`src/rtl/ir_a2d_sequencer_pkg.sv`:
```
// Shared types, channel map and arithmetic helpers for the IR/A2D sequencer.
package ir_a2d_sequencer_pkg;

  localparam int A2D_W = 12;
  localparam int CH_W  = 3;

  typedef enum logic [3:0] {
    S_IDLE   = 4'd0,
    S_SETTLE = 4'd1,
    S_CNV_R  = 4'd2,
    S_WAIT_R = 4'd3,
    S_CNV_L  = 4'd4,
    S_WAIT_L = 4'd5,
    S_ACCUM  = 4'd6,
    S_DONE   = 4'd7,
    S_GAP    = 4'd8
  } seq_state_t;

  // A2D channel for each sensor pair, right and left side
  localparam logic [2:0] CH_IN_R  = 3'd1;
  localparam logic [2:0] CH_IN_L  = 3'd0;
  localparam logic [2:0] CH_MID_R = 3'd4;
  localparam logic [2:0] CH_MID_L = 3'd2;
  localparam logic [2:0] CH_OUT_R = 3'd3;
  localparam logic [2:0] CH_OUT_L = 3'd7;

  localparam logic [1:0] PAIR_IN  = 2'd0;
  localparam logic [1:0] PAIR_MID = 2'd1;
  localparam logic [1:0] PAIR_OUT = 2'd2;

  localparam logic signed [15:0] ERR_MAX = 16'sd2047;
  localparam logic signed [15:0] ERR_MIN = -16'sd2048;

  // Channel to convert for a given pair and side
  function automatic logic [2:0] chnl_sel(input logic [1:0] pair, input logic left);
    logic [2:0] ch;
    case (pair)
      PAIR_IN:  ch = left ? CH_IN_L  : CH_IN_R;
      PAIR_MID: ch = left ? CH_MID_L : CH_MID_R;
      PAIR_OUT: ch = left ? CH_OUT_L : CH_OUT_R;
      default:  ch = CH_IN_R;
    endcase
    return ch;
  endfunction

  // lft - rht as 13b signed, sign-extended to 16b and weighted by pair distance
  function automatic logic signed [15:0] weighted_diff(input logic [11:0] lft,
                                                       input logic [11:0] rht,
                                                       input logic [1:0]  pair);
    logic signed [12:0] diff;
    logic signed [15:0] ext;
    logic signed [15:0] res;
    diff = $signed({1'b0, lft}) - $signed({1'b0, rht});
    ext  = {{3{diff[12]}}, diff};
    case (pair)
      PAIR_IN:  res = ext;
      PAIR_MID: res = ext <<< 1;
      PAIR_OUT: res = ext <<< 2;
      default:  res = 16'sd0;
    endcase
    return res;
  endfunction

  // Clamp the 16b accumulator into the 12b signed error range
  function automatic logic [11:0] sat_err(input logic signed [15:0] acc);
    logic [11:0] res;
    if (acc > ERR_MAX) begin
      res = 12'h7FF;
    end else if (acc < ERR_MIN) begin
      res = 12'h800;
    end else begin
      res = acc[11:0];
    end
    return res;
  endfunction

endpackage

```
`src/rtl/ir_a2d_sequencer_if.sv`:
```
// A2D converter handshake plus the error sample delivered to the motion controller.
interface ir_a2d_sequencer_if;
  import ir_a2d_sequencer_pkg::*;

  logic              strt_cnv;
  logic [CH_W-1:0]   chnnl;
  logic              cnv_cmplt;
  logic [A2D_W-1:0]  a2d_res;
  logic [A2D_W-1:0]  error;
  logic              err_vld;

  modport master (
    output strt_cnv, chnnl, error, err_vld,
    input  cnv_cmplt, a2d_res
  );

  modport slave (
    input  strt_cnv, chnnl, error, err_vld,
    output cnv_cmplt, a2d_res
  );
endinterface

```
`src/rtl/ir_a2d_sequencer_timer.sv`:
```
// Loadable down-counter shared by emitter settling, inter-round gap and conversion timeout.
module ir_a2d_sequencer_timer #(
  parameter int W = 16
) (
  input  logic         clk,
  input  logic         rst_n,
  input  logic         i_load,
  input  logic [W-1:0] i_load_val,
  output logic         o_expired
);

  logic [W-1:0] r_cnt;

  // Reload on request, otherwise count toward zero and hold there
  always_ff @(posedge clk) begin
    if (!rst_n) begin
      r_cnt <= '0;
    end else if (i_load) begin
      r_cnt <= i_load_val;
    end else if (r_cnt != '0) begin
      r_cnt <= r_cnt - W'(1);
    end else begin
      r_cnt <= r_cnt;
    end
  end

  assign o_expired = (r_cnt == '0);

endmodule

```
`src/rtl/ir_a2d_sequencer.sv`:
```
// Round-robin IR pair sequencer: settle emitter, convert R then L, accumulate
// the weighted difference, and emit one saturated error sample per round.
module ir_a2d_sequencer
  import ir_a2d_sequencer_pkg::*;
#(
  parameter int SETTLE_CYC = 4096,
  parameter int PERIOD_CYC = 65536,
  parameter int CNV_TO     = 1024
) (
  input  logic                      clk,
  input  logic                      rst_n,
  input  logic                      i_go,
  ir_a2d_sequencer_if.master        io_a2d,
  output logic                      o_ir_in_en,
  output logic                      o_ir_mid_en,
  output logic                      o_ir_out_en,
  output logic                      o_busy,
  output logic                      o_cnv_err
);

  localparam int MAX_LD = (SETTLE_CYC > PERIOD_CYC) ?
                          ((SETTLE_CYC > CNV_TO) ? SETTLE_CYC : CNV_TO) :
                          ((PERIOD_CYC > CNV_TO) ? PERIOD_CYC : CNV_TO);
  localparam int TMR_W  = $clog2(MAX_LD + 1);

  seq_state_t          r_state;
  seq_state_t          w_state_nxt;
  logic [1:0]          r_pair;
  logic [1:0]          w_pair_nxt;
  logic                w_tmr_load;
  logic [TMR_W-1:0]    w_tmr_val;
  logic                w_tmr_exp;
  logic                w_start_round;
  logic                w_acc_clr;
  logic                w_timeout;
  logic                w_emit_on;

  logic [11:0]         r_rht;
  logic [11:0]         r_lft;
  logic signed [15:0]  r_acc;
  logic [11:0]         r_error;
  logic                r_err_vld;
  logic                r_strt_cnv;
  logic [2:0]          r_chnnl;
  logic                r_in_en;
  logic                r_mid_en;
  logic                r_out_en;
  logic                r_busy;
  logic                r_cnv_err;

  ir_a2d_sequencer_timer #(.W(TMR_W)) u_timer (
    .clk        (clk),
    .rst_n      (rst_n),
    .i_load     (w_tmr_load),
    .i_load_val (w_tmr_val),
    .o_expired  (w_tmr_exp)
  );

  // Next-state, pair index and timer load decisions
  always_comb begin
    w_state_nxt   = r_state;
    w_pair_nxt    = r_pair;
    w_tmr_load    = 1'b0;
    w_tmr_val     = '0;
    w_start_round = 1'b0;
    w_acc_clr     = 1'b0;
    w_timeout     = 1'b0;
    case (r_state)
      S_IDLE: begin
        if (i_go) begin
          w_state_nxt   = S_SETTLE;
          w_pair_nxt    = PAIR_IN;
          w_start_round = 1'b1;
          w_acc_clr     = 1'b1;
          w_tmr_load    = 1'b1;
          w_tmr_val     = TMR_W'(SETTLE_CYC - 1);
        end else begin
          w_state_nxt = S_IDLE;
        end
      end
      S_SETTLE: begin
        if (!i_go) begin
          w_state_nxt = S_IDLE;
        end else if (w_tmr_exp) begin
          w_state_nxt = S_CNV_R;
        end else begin
          w_state_nxt = S_SETTLE;
        end
      end
      S_CNV_R: begin
        w_state_nxt = S_WAIT_R;
        w_tmr_load  = 1'b1;
        w_tmr_val   = TMR_W'(CNV_TO - 1);
      end
      S_WAIT_R: begin
        if (io_a2d.cnv_cmplt) begin
          w_state_nxt = i_go ? S_CNV_L : S_IDLE;
        end else if (w_tmr_exp) begin
          w_state_nxt = S_IDLE;
          w_timeout   = 1'b1;
        end else begin
          w_state_nxt = S_WAIT_R;
        end
      end
      S_CNV_L: begin
        w_state_nxt = S_WAIT_L;
        w_tmr_load  = 1'b1;
        w_tmr_val   = TMR_W'(CNV_TO - 1);
      end
      S_WAIT_L: begin
        if (io_a2d.cnv_cmplt) begin
          w_state_nxt = i_go ? S_ACCUM : S_IDLE;
        end else if (w_tmr_exp) begin
          w_state_nxt = S_IDLE;
          w_timeout   = 1'b1;
        end else begin
          w_state_nxt = S_WAIT_L;
        end
      end
      S_ACCUM: begin
        if (!i_go) begin
          w_state_nxt = S_IDLE;
        end else if (r_pair == PAIR_OUT) begin
          w_state_nxt = S_DONE;
        end else begin
          w_state_nxt = S_SETTLE;
          w_pair_nxt  = r_pair + 2'd1;
          w_tmr_load  = 1'b1;
          w_tmr_val   = TMR_W'(SETTLE_CYC - 1);
        end
      end
      S_DONE: begin
        w_state_nxt = S_GAP;
        w_tmr_load  = 1'b1;
        w_tmr_val   = TMR_W'(PERIOD_CYC - 1);
      end
      S_GAP: begin
        if (!w_tmr_exp) begin
          w_state_nxt = S_GAP;
        end else if (i_go) begin
          w_state_nxt = S_SETTLE;
          w_pair_nxt  = PAIR_IN;
          w_acc_clr   = 1'b1;
          w_tmr_load  = 1'b1;
          w_tmr_val   = TMR_W'(SETTLE_CYC - 1);
        end else begin
          w_state_nxt = S_IDLE;
        end
      end
      default: begin
        w_state_nxt = S_IDLE;
        w_pair_nxt  = PAIR_IN;
      end
    endcase
  end

  // Emitter of the upcoming pair is lit from settling through accumulation
  always_comb begin
    w_emit_on = 1'b0;
    case (w_state_nxt)
      S_SETTLE, S_CNV_R, S_WAIT_R, S_CNV_L, S_WAIT_L, S_ACCUM: w_emit_on = 1'b1;
      default:                                                 w_emit_on = 1'b0;
    endcase
  end

  // State and pair index registers
  always_ff @(posedge clk) begin
    if (!rst_n) begin
      r_state <= S_IDLE;
      r_pair  <= PAIR_IN;
    end else begin
      r_state <= w_state_nxt;
      r_pair  <= w_pair_nxt;
    end
  end

  // Registered status and A2D control outputs, aligned with the state they describe
  always_ff @(posedge clk) begin
    if (!rst_n) begin
      r_strt_cnv <= 1'b0;
      r_chnnl    <= 3'd0;
      r_in_en    <= 1'b0;
      r_mid_en   <= 1'b0;
      r_out_en   <= 1'b0;
      r_busy     <= 1'b0;
    end else begin
      r_strt_cnv <= (w_state_nxt == S_CNV_R) || (w_state_nxt == S_CNV_L);
      if (w_state_nxt == S_CNV_R) begin
        r_chnnl <= chnl_sel(w_pair_nxt, 1'b0);
      end else if (w_state_nxt == S_CNV_L) begin
        r_chnnl <= chnl_sel(w_pair_nxt, 1'b1);
      end else begin
        r_chnnl <= r_chnnl;
      end
      r_in_en  <= w_emit_on && (w_pair_nxt == PAIR_IN);
      r_mid_en <= w_emit_on && (w_pair_nxt == PAIR_MID);
      r_out_en <= w_emit_on && (w_pair_nxt == PAIR_OUT);
      r_busy   <= (w_state_nxt != S_IDLE) && (w_state_nxt != S_GAP);
    end
  end

  // Capture the right and left conversion results of the current pair
  always_ff @(posedge clk) begin
    if (!rst_n) begin
      r_rht <= 12'd0;
      r_lft <= 12'd0;
    end else begin
      if ((r_state == S_WAIT_R) && io_a2d.cnv_cmplt) begin
        r_rht <= io_a2d.a2d_res;
      end else begin
        r_rht <= r_rht;
      end
      if ((r_state == S_WAIT_L) && io_a2d.cnv_cmplt) begin
        r_lft <= io_a2d.a2d_res;
      end else begin
        r_lft <= r_lft;
      end
    end
  end

  // Weighted difference accumulator, cleared at the start of every round
  always_ff @(posedge clk) begin
    if (!rst_n) begin
      r_acc <= 16'sd0;
    end else if (w_acc_clr) begin
      r_acc <= 16'sd0;
    end else if (r_state == S_ACCUM) begin
      r_acc <= r_acc + weighted_diff(r_lft, r_rht, r_pair);
    end else begin
      r_acc <= r_acc;
    end
  end

  // Saturated error sample and its one-cycle valid strobe
  always_ff @(posedge clk) begin
    if (!rst_n) begin
      r_error   <= 12'd0;
      r_err_vld <= 1'b0;
    end else if (r_state == S_DONE) begin
      r_error   <= sat_err(r_acc);
      r_err_vld <= 1'b1;
    end else begin
      r_error   <= r_error;
      r_err_vld <= 1'b0;
    end
  end

  // Sticky conversion-timeout flag, cleared when a new round starts from idle
  always_ff @(posedge clk) begin
    if (!rst_n) begin
      r_cnv_err <= 1'b0;
    end else if (w_timeout) begin
      r_cnv_err <= 1'b1;
    end else if (w_start_round) begin
      r_cnv_err <= 1'b0;
    end else begin
      r_cnv_err <= r_cnv_err;
    end
  end

  assign io_a2d.strt_cnv = r_strt_cnv;
  assign io_a2d.chnnl    = r_chnnl;
  assign io_a2d.error    = r_error;
  assign io_a2d.err_vld  = r_err_vld;
  assign o_ir_in_en      = r_in_en;
  assign o_ir_mid_en     = r_mid_en;
  assign o_ir_out_en     = r_out_en;
  assign o_busy          = r_busy;
  assign o_cnv_err       = r_cnv_err;

endmodule
```
`src/flat_wrapper.sv`:
```
// flat-port wrapper written by rule: the top's interface ports become plain ports
module ir_a2d_sequencer_flat import ir_a2d_sequencer_pkg::*;
#(
  parameter int SETTLE_CYC = 4096,
  parameter int PERIOD_CYC = 65536,
  parameter int CNV_TO     = 1024
)
  (clk, rst_n, i_go, o_ir_in_en, o_ir_mid_en, o_ir_out_en, o_busy, o_cnv_err, io_a2d_strt_cnv, io_a2d_chnnl, io_a2d_error, io_a2d_err_vld, io_a2d_cnv_cmplt, io_a2d_a2d_res);
  ir_a2d_sequencer_if io_a2d_i ();
  input  logic clk;
  input  logic rst_n;
  input  logic i_go;
  output logic o_ir_in_en;
  output logic o_ir_mid_en;
  output logic o_ir_out_en;
  output logic o_busy;
  output logic o_cnv_err;
  output wire logic [$bits(io_a2d_i.strt_cnv)-1:0] io_a2d_strt_cnv;
  output wire logic [$bits(io_a2d_i.chnnl)-1:0] io_a2d_chnnl;
  output wire logic [$bits(io_a2d_i.error)-1:0] io_a2d_error;
  output wire logic [$bits(io_a2d_i.err_vld)-1:0] io_a2d_err_vld;
  input wire logic [$bits(io_a2d_i.cnv_cmplt)-1:0] io_a2d_cnv_cmplt;
  input wire logic [$bits(io_a2d_i.a2d_res)-1:0] io_a2d_a2d_res;
  assign io_a2d_strt_cnv = io_a2d_i.strt_cnv;
  assign io_a2d_chnnl = io_a2d_i.chnnl;
  assign io_a2d_error = io_a2d_i.error;
  assign io_a2d_err_vld = io_a2d_i.err_vld;
  assign io_a2d_i.cnv_cmplt = io_a2d_cnv_cmplt;
  assign io_a2d_i.a2d_res = io_a2d_a2d_res;
  ir_a2d_sequencer #(.SETTLE_CYC(SETTLE_CYC), .PERIOD_CYC(PERIOD_CYC), .CNV_TO(CNV_TO)) u_core (.clk(clk), .rst_n(rst_n), .i_go(i_go), .io_a2d(io_a2d_i), .o_ir_in_en(o_ir_in_en), .o_ir_mid_en(o_ir_mid_en), .o_ir_out_en(o_ir_out_en), .o_busy(o_busy), .o_cnv_err(o_cnv_err));
endmodule
```
`config.mk`:
```
export PLATFORM = sky130hd
export DESIGN_NAME = ir_a2d_sequencer_flat
export DESIGN_NICKNAME = d
export VERILOG_FILES = /design/src/rtl/ir_a2d_sequencer_pkg.sv /design/src/rtl/ir_a2d_sequencer_if.sv /design/src/rtl/ir_a2d_sequencer_timer.sv /design/src/rtl/ir_a2d_sequencer.sv /design/src/flat_wrapper.sv
export SDC_FILE = /design/constraint.sdc
export NUM_CORES = 1
export LEC_CHECK = 0
export ABC_CLOCK_PERIOD_IN_PS = 8300
export CAP_MARGIN = 30
export CORE_MARGIN = 2
export CORE_UTILIZATION = 40
export CTS_CLUSTER_DIAMETER = 200
export DETAILED_ROUTE_END_ITERATION = 10
export PLACE_DENSITY = 0.56
export SYNTH_ARGS = -nofsm -noshare
export SYNTH_HDL_FRONTEND = slang
export SYNTH_HIERARCHICAL = 1
export SYNTH_SLANG_ARGS = --single-unit
```
`constraint.sdc`:
```
create_clock -name clk -period 8.3 [get_ports clk]
set_input_delay 0.83 -clock clk [delete_from_list [all_inputs] [get_ports clk]]
set_output_delay 0.83 -clock clk [all_outputs]
set_load 0.01 [all_outputs]
```
# Word-level counts from Yosys, hierarchy flattened
# Cells that the tools add are included.
[word_totals] regBits=85 inputBits=16 out_inout_bits=22
[classes] addsub=4 order_cmp=2 eq_ne=19 n_mux=49 bitwise_logic=1 n_reduce_logical=22
[op_table] op="17-bit case mux with 5 select lines" n=1
[op_table] op="17-bit two-way mux" n=4
[op_table] op="12-bit two-way mux" n=4
[op_table] op="16-bit two-way mux" n=3
[op_table] op="16-bit case mux with 3 select lines" n=1
[op_table] op="4-bit case mux with 9 select lines" n=1
[op_table] op="4-bit by 3-bit equality test with 1-bit output (second input constant)" n=7
[op_table] op="4-bit two-way mux" n=5
[op_table] op="3-bit two-way mux" n=6
[op_table] op="17-bit logical NOT" n=1
[op_table] op="17-bit nonzero test" n=1
[op_table] op="17-bit by 1-bit subtractor with 17-bit output (second input constant)" n=1
[op_table] op="16-bit adder" n=1
[op_table] op="4-bit by 2-bit equality test with 1-bit output (second input constant)" n=4
[op_table] op="16-bit by 12-bit > comparator with 1-bit output (second input constant)" n=1
[op_table] op="16-bit by 12-bit less-than comparator with 1-bit output (second input constant)" n=1
[op_table] op="1-bit two-way mux" n=13
[op_table] op="12-bit by 12-bit subtractor with 13-bit output" n=1
[op_table] op="2-bit two-way mux" n=6
[op_table] op="6-bit OR reduction" n=2
[op_table] op="3-bit case mux with 3 select lines" n=1
[op_table] op="4-bit by 1-bit equality test with 1-bit output (second input constant)" n=2
[op_table] op="2-bit case mux with 4 select lines" n=1
[op_table] op="1-bit logical AND" n=6
[op_table] op="other kinds (16)" n=23

# Longest topological paths before layout
[logic_depth] ltp_word=8 depth_mapped=18

# By module
# Netlist, hierarchy kept.
[by_module_without_submodules] mod="ir_a2d_sequencer" n_inst=1 cells_per_inst=573 area_per_inst_um2=4324.1 seq_area_each_um2=1361.3
[by_module_without_submodules] mod="ir_a2d_sequencer_timer" n_inst=1 cells_per_inst=111 area_per_inst_um2=919.6 seq_area_each_um2=340.3

# Worst setup path before layout
# Ideal clock, no wire load.
[synth_timing] path_type="register to register" start="register u_core.r_rht[1]" end="register u_core.r_acc[15]" setup_ps=70 arrival_ps=3548 t_required_ps=8230 path_slack_ps=4682 path_stages_with_launch=18 path_buffers=0 path_cell_list="dfxtp_1 -> inv_1 -> ha_1 -> nor2b_1 -> o31a_1 -> o32ai_2 -> o21bai_1 -> a21oi_1 -> xor2_1 -> o221ai_1 -> ha_1 -> a211oi_1 -> nor2_1 -> o41ai_1 -> o31ai_1 -> xnor2_1 -> or3_1 -> a21oi_1"
[synth_between] elab_chain_cells=6
[synth_lines] item="start, declared" line="ir_a2d_sequencer.sv:38" rtl="logic [11:0] r_rht;"
[synth_lines] item="start signal, assigned" line="ir_a2d_sequencer.sv:209" rtl="r_rht <= io_a2d.a2d_res;"
[synth_lines] item="start signal, assigned" line="ir_a2d_sequencer.sv:211" rtl="r_rht <= r_rht;"
[synth_lines] item="12-bit by 12-bit subtractor with 13-bit output" line="ir_a2d_sequencer_pkg.sv:53" rtl="diff = $signed({1'b0, lft}) - $signed({1'b0, rht});"
[synth_lines] item="16-bit case mux with 3 select lines" line="ir_a2d_sequencer_pkg.sv:55" rtl="case (pair)"
[synth_lines] item="16-bit two-way mux" line="ir_a2d_sequencer.sv:227" rtl="end else if (r_state == S_ACCUM) begin"
[synth_lines] item="16-bit two-way mux" line="ir_a2d_sequencer.sv:225" rtl="end else if (w_acc_clr) begin"
[synth_lines] item="16-bit two-way mux" line="ir_a2d_sequencer.sv:223" rtl="if (!rst_n) begin"
[synth_lines] item="16-bit adder" line="ir_a2d_sequencer.sv:228" rtl="r_acc <= r_acc + weighted_diff(r_lft, r_rht, r_pair);"
[synth_lines] item="end signal, assigned" line="ir_a2d_sequencer.sv:228"
[synth_lines] item="end signal, assigned" line="ir_a2d_sequencer.sv:230" rtl="r_acc <= r_acc;"
[synth_lines] item="end, declared" line="ir_a2d_sequencer.sv:40" rtl="logic signed [15:0] r_acc;"
# No other way between the ends. The select of a mux whose other input is x is not followed.
# A chain may end at the register's enable or synchronous reset.

# Final worst setup path
[layout_timing] start="register u_core.r_lft[0]" end="register u_core.r_acc[15]"
[layout_between] elab_chain_cells=6
[layout_lines] item="start, declared" line="ir_a2d_sequencer.sv:39" rtl="logic [11:0] r_lft;"
[layout_lines] item="start signal, assigned" line="ir_a2d_sequencer.sv:214" rtl="r_lft <= io_a2d.a2d_res;"
[layout_lines] item="start signal, assigned" line="ir_a2d_sequencer.sv:216" rtl="r_lft <= r_lft;"
[layout_lines] item="12-bit by 12-bit subtractor with 13-bit output" line="ir_a2d_sequencer_pkg.sv:53"
[layout_lines] item="16-bit case mux with 3 select lines" line="ir_a2d_sequencer_pkg.sv:55"
[layout_lines] item="16-bit two-way mux" line="ir_a2d_sequencer.sv:227"
[layout_lines] item="16-bit two-way mux" line="ir_a2d_sequencer.sv:225"
[layout_lines] item="16-bit two-way mux" line="ir_a2d_sequencer.sv:223"
[layout_lines] item="16-bit adder" line="ir_a2d_sequencer.sv:228"
# No other way between the ends. The select of a mux whose other input is x is not followed.

==> results.md <==
- ANT cells: 0
- Total die area: approximately 14000 um2
- Final instance area: approximately 6000 um2
- Worst Hold Endpoint: u_core/io_a2d.error[9]$_SDFFE_PN0P_
- Final Hold Vio Count: 0
- WS Path Type: flop to flop
- CP endpoint kind: flop
- Post-synth EDFFs: 0
- DP Wirelength: 8760 um
- Worst r2r path cells: 18
- Yosys reg bits: 85
- Simple-gate share of the synthesized area: 0.234
- Mux share of post-synthesis cell area: 0.0155
- WP data required: about 8600 ps
- Leak: roughly 2.3 nW
- # DRC: 0
- Critical R2R Capture: u_core/r_acc[15]$_SDFFE_PP0P_
- Clock sink count: 85
- Worst-path clk slew: around 60 ps
- Final Slew Violations: 0
- Outcome: finished clean
- CTS HTree Levels: 3
- Min-Delay Path Class: flop to flop
- Cts bufs inserted: 9
- Period utilization: 0.488
- Area share of fa/ha/maj cells after synthesis: 0.0959
- RSZ-0062 raised after global routing: false
- Synth Area in XOR/XNOR: 0.0501
- Clock Tree Buf Depth: 2
- TritonCTS clock tree: built
- Final Skew: around 4.8 ps
- Resized Gates After CTS: 0
- Die H: ~120 um
- CORE AREA: 12700 um2
- RD Place Congestion: 0.873
- Synth cell types: 66
- Largest family of logic cells by synthesized area: simple AND/OR/NAND/NOR gates
- Post-synthesis cell count: approximately 700
- Placed Area: around 5700 um2
- IO buf count: 37
- Number of global-route vias before repair: about 4300
- Synth top area cells: dfxtp_1 (32%), nand2_1 (9.0%), ha_1 (8.8%)
- Area Growth Syn to Fin: 14.5%
- CP arrival: approximately 4300 ps
- 1st-pass router iterations: 5
- Placed Cells incl. Taps: 865
- FFs w/ async S/R, synth: 0
- Main flop type after synthesis: dfxtp_1
- Site Rows: between 40 and 50
- Worst Hold Slack: 451 ps
- Syn_nets: ~740
- Syn avg cell area: ~7.7 um2
- Most frequent cells after synthesis: nand2_1 (126), dfxtp_1 (85), a21oi_1 (73), nor2_1 (49), o21ai_0 (42)
- Number of setup buffers added after CTS: 0
- Pin count of the biggest net entering global routing: 47
- Max Cap Viol: 0
- Final antenna-violating net count: 0
- Register area share after synthesis: 0.325
- Post-Route WL: roughly 12000 um
- Layout Utilization: 0.472
- Total negative setup slack: 0 ps
- Share of the synthesized area in the top cell type: 0.325
- Synth Area in Compound Gates: 0.230
- Power Dens Cells: approximately 200 nW/um2
- Avg WL per Cell: approximately 14 um
- GRT Overall Usage: 0.172
- CP Max Fanout: 5
- Max Clk Rate: ~250 MHz
- DRT iter0 DRCs: between 300 and 400
- Starting Density: 0.412
- Worst-Margin Slew: roughly 850 ps
- Initial antenna violation count: 0
- Clock latency on the worst-skew pair: approximately 340 ps
- Hold path startpoint: u_core/io_a2d.error[9]$_SDFFE_PN0P_
- Slew headroom: 0.433
- Final std cells w/o fill: slightly below 900
- First-pass GRT wire length: roughly 20000 um
- Tmin final: 4050 ps
- Remaining global-route overflow: 0
- Hold path depth: 2
- Yosys warns: 6
- Root Buffer: clkbuf_16
- Worst-case vdd ir drop: between 0.0001 and 0.00015 V
- Layout cell share with drive strength beyond 1: 0.0424
- Final setup fails: 0
- Mapped cell area: ~5200 um2
- Leading area contributor after synthesis: dfxtp_1
- Post-layout nets: 759
- Die Width: ~120 um
- Vias per cell: between 5 and 6
- Startpoint Class: flop
- Num ports: 38
- Worst R2R Start: u_core/r_lft[0]$_SDFFE_PN0P_
- Total number of vias: 4758
- Count leader, synth: nand2_1
- Hold Buf Count CTS: 0
- Reg2Reg Setup Slack: roughly 4300 ps
where the power goes:
part | internal [mW] | switching, mW | leakage, nW
clock network | 0.238 | 0.158 | 0.139
logic | 0.147 | 0.171 | 1.48
registers | 0.446 | 0.0394 | 0.688
layout by cell type, fill, tap and decap left out, types with 4 or more instances in the layout:
cell type	netlist	layout
or3_1	5	5
a211oi_1	5	5
clkbuf_16	0	9
inv_1	39	39
nor2_1	49	49
clkdlybuf4s50_1	0	37
nor2b_1	10	10
nand2b_1	9	9
a222oi_1	6	6
nand3_1	15	15
o22ai_1	5	5
ha_1	37	37
a21o_1	4	4
nor4_1	6	6
nand4_1	6	6
o21ai_0	42	42
o211ai_1	4	4
a31oi_1	4	4
xor2_1	9	9
nand2_1	126	126
and2_1	6	6
xnor2_1	21	21
mux2i_1	7	7
or2_2	5	5
nor3_1	10	10
dfxtp_1	85	85
a21oi_1	73	73
o31ai_1	5	5
o21a_1	4	4
sequential cells by signal, summed over array words and instances (netlist names):
register and cells:
u_core/o_ir_in_en 1, u_core/o_busy 1, u_core/o_ir_out_en 1, u_core/io_a2d.chnnl 3
u_core/r_pair 2, u_core/r_rht 12, u_core/r_lft 12, u_core/u_timer/r_cnt 17
u_core/io_a2d.err_vld 1, u_core/o_ir_mid_en 1, u_core/r_state 4, u_core/io_a2d.error 12
u_core/io_a2d.strt_cnv 1, u_core/o_cnv_err 1, u_core/r_acc 16
critical path, stage by stage, from the launching register on:
cell and delay (ps):
dfxtp_1 320, inv_1 40, ha_1 200, fa_1 410
nand2b_1 200, a211oi_1 260, o21ai_0 150, a21boi_1 220
o21ai_0 110, o31a_1 120, o221ai_1 250, ha_1 340
a211oi_1 270, nor2_1 100, o41ai_1 250, o31ai_1 140
xnor2_1 150, or3_1 310, a21oi_1 140
how the worst max path moves through the flow:
stage / endpoint / startpoint / slack, ps
final: u_core/r_acc[15]$_SDFFE_PP0P_ / u_core/r_lft[0]$_SDFFE_PN0P_ / 4250
after global routing: u_core/r_acc[15]$_SDFFE_PP0P_ / u_core/r_lft[0]$_SDFFE_PN0P_ / 3930
after CTS: u_core/r_acc[15]$_SDFFE_PP0P_ / u_core/r_lft[0]$_SDFFE_PN0P_ / 4240
after detailed placement: u_core/r_acc[15]$_SDFFE_PP0P_ / u_core/r_lft[0]$_SDFFE_PN0P_ / 4260
after global placement: u_core/r_acc[15]$_SDFFE_PP0P_ / u_core/r_rht[1]$_SDFFE_PN0P_ / 4420
after floorplan: u_core/r_acc[15]$_SDFFE_PP0P_ / u_core/r_rht[1]$_SDFFE_PN0P_ / 4680
stage by stage:
| stage | setup slack, ps | power [mW] |
|---|---|---|
| 2_1_floorplan | 4680 | 0.734 |
| 3_3_place_gp | 4420 | 0.804 |
| 3_5_place_dp | 4260 | 0.806 |
| 4_1_cts | 4240 | 1.21 |
| 5_1_grt | 3930 | 1.28 |
| 6_report | 4250 | 1.20 |
metal layers:
metal / GRT usage / share of wire
met3: 0.0285 / 0.041
met5: 0 / 0
met4: 0.0804 / 0.022
met1: 0.228 / 0.50
met2: 0.273 / 0.44
kinds of logic after synthesis:
logic type	count (synthesis)
other	1
xor gates and xnor gates	30
DFF	85
adders and majority gates	39
buffers and inverters	68
and+or+nand+nor	264
muxes	8
AOI/OAI and AO/OA	189
final cells by class:
type                    count  area, um2
clock inverters             2       35.0
well taps                 172        215
flip-flops and latches     85       1700
fillers                  1334       6720
clock buffers              12        246
inverters                  40        150
repair buffers             37        370
multi-input cells         531       3280
Power figures use the tool's default switching activity.
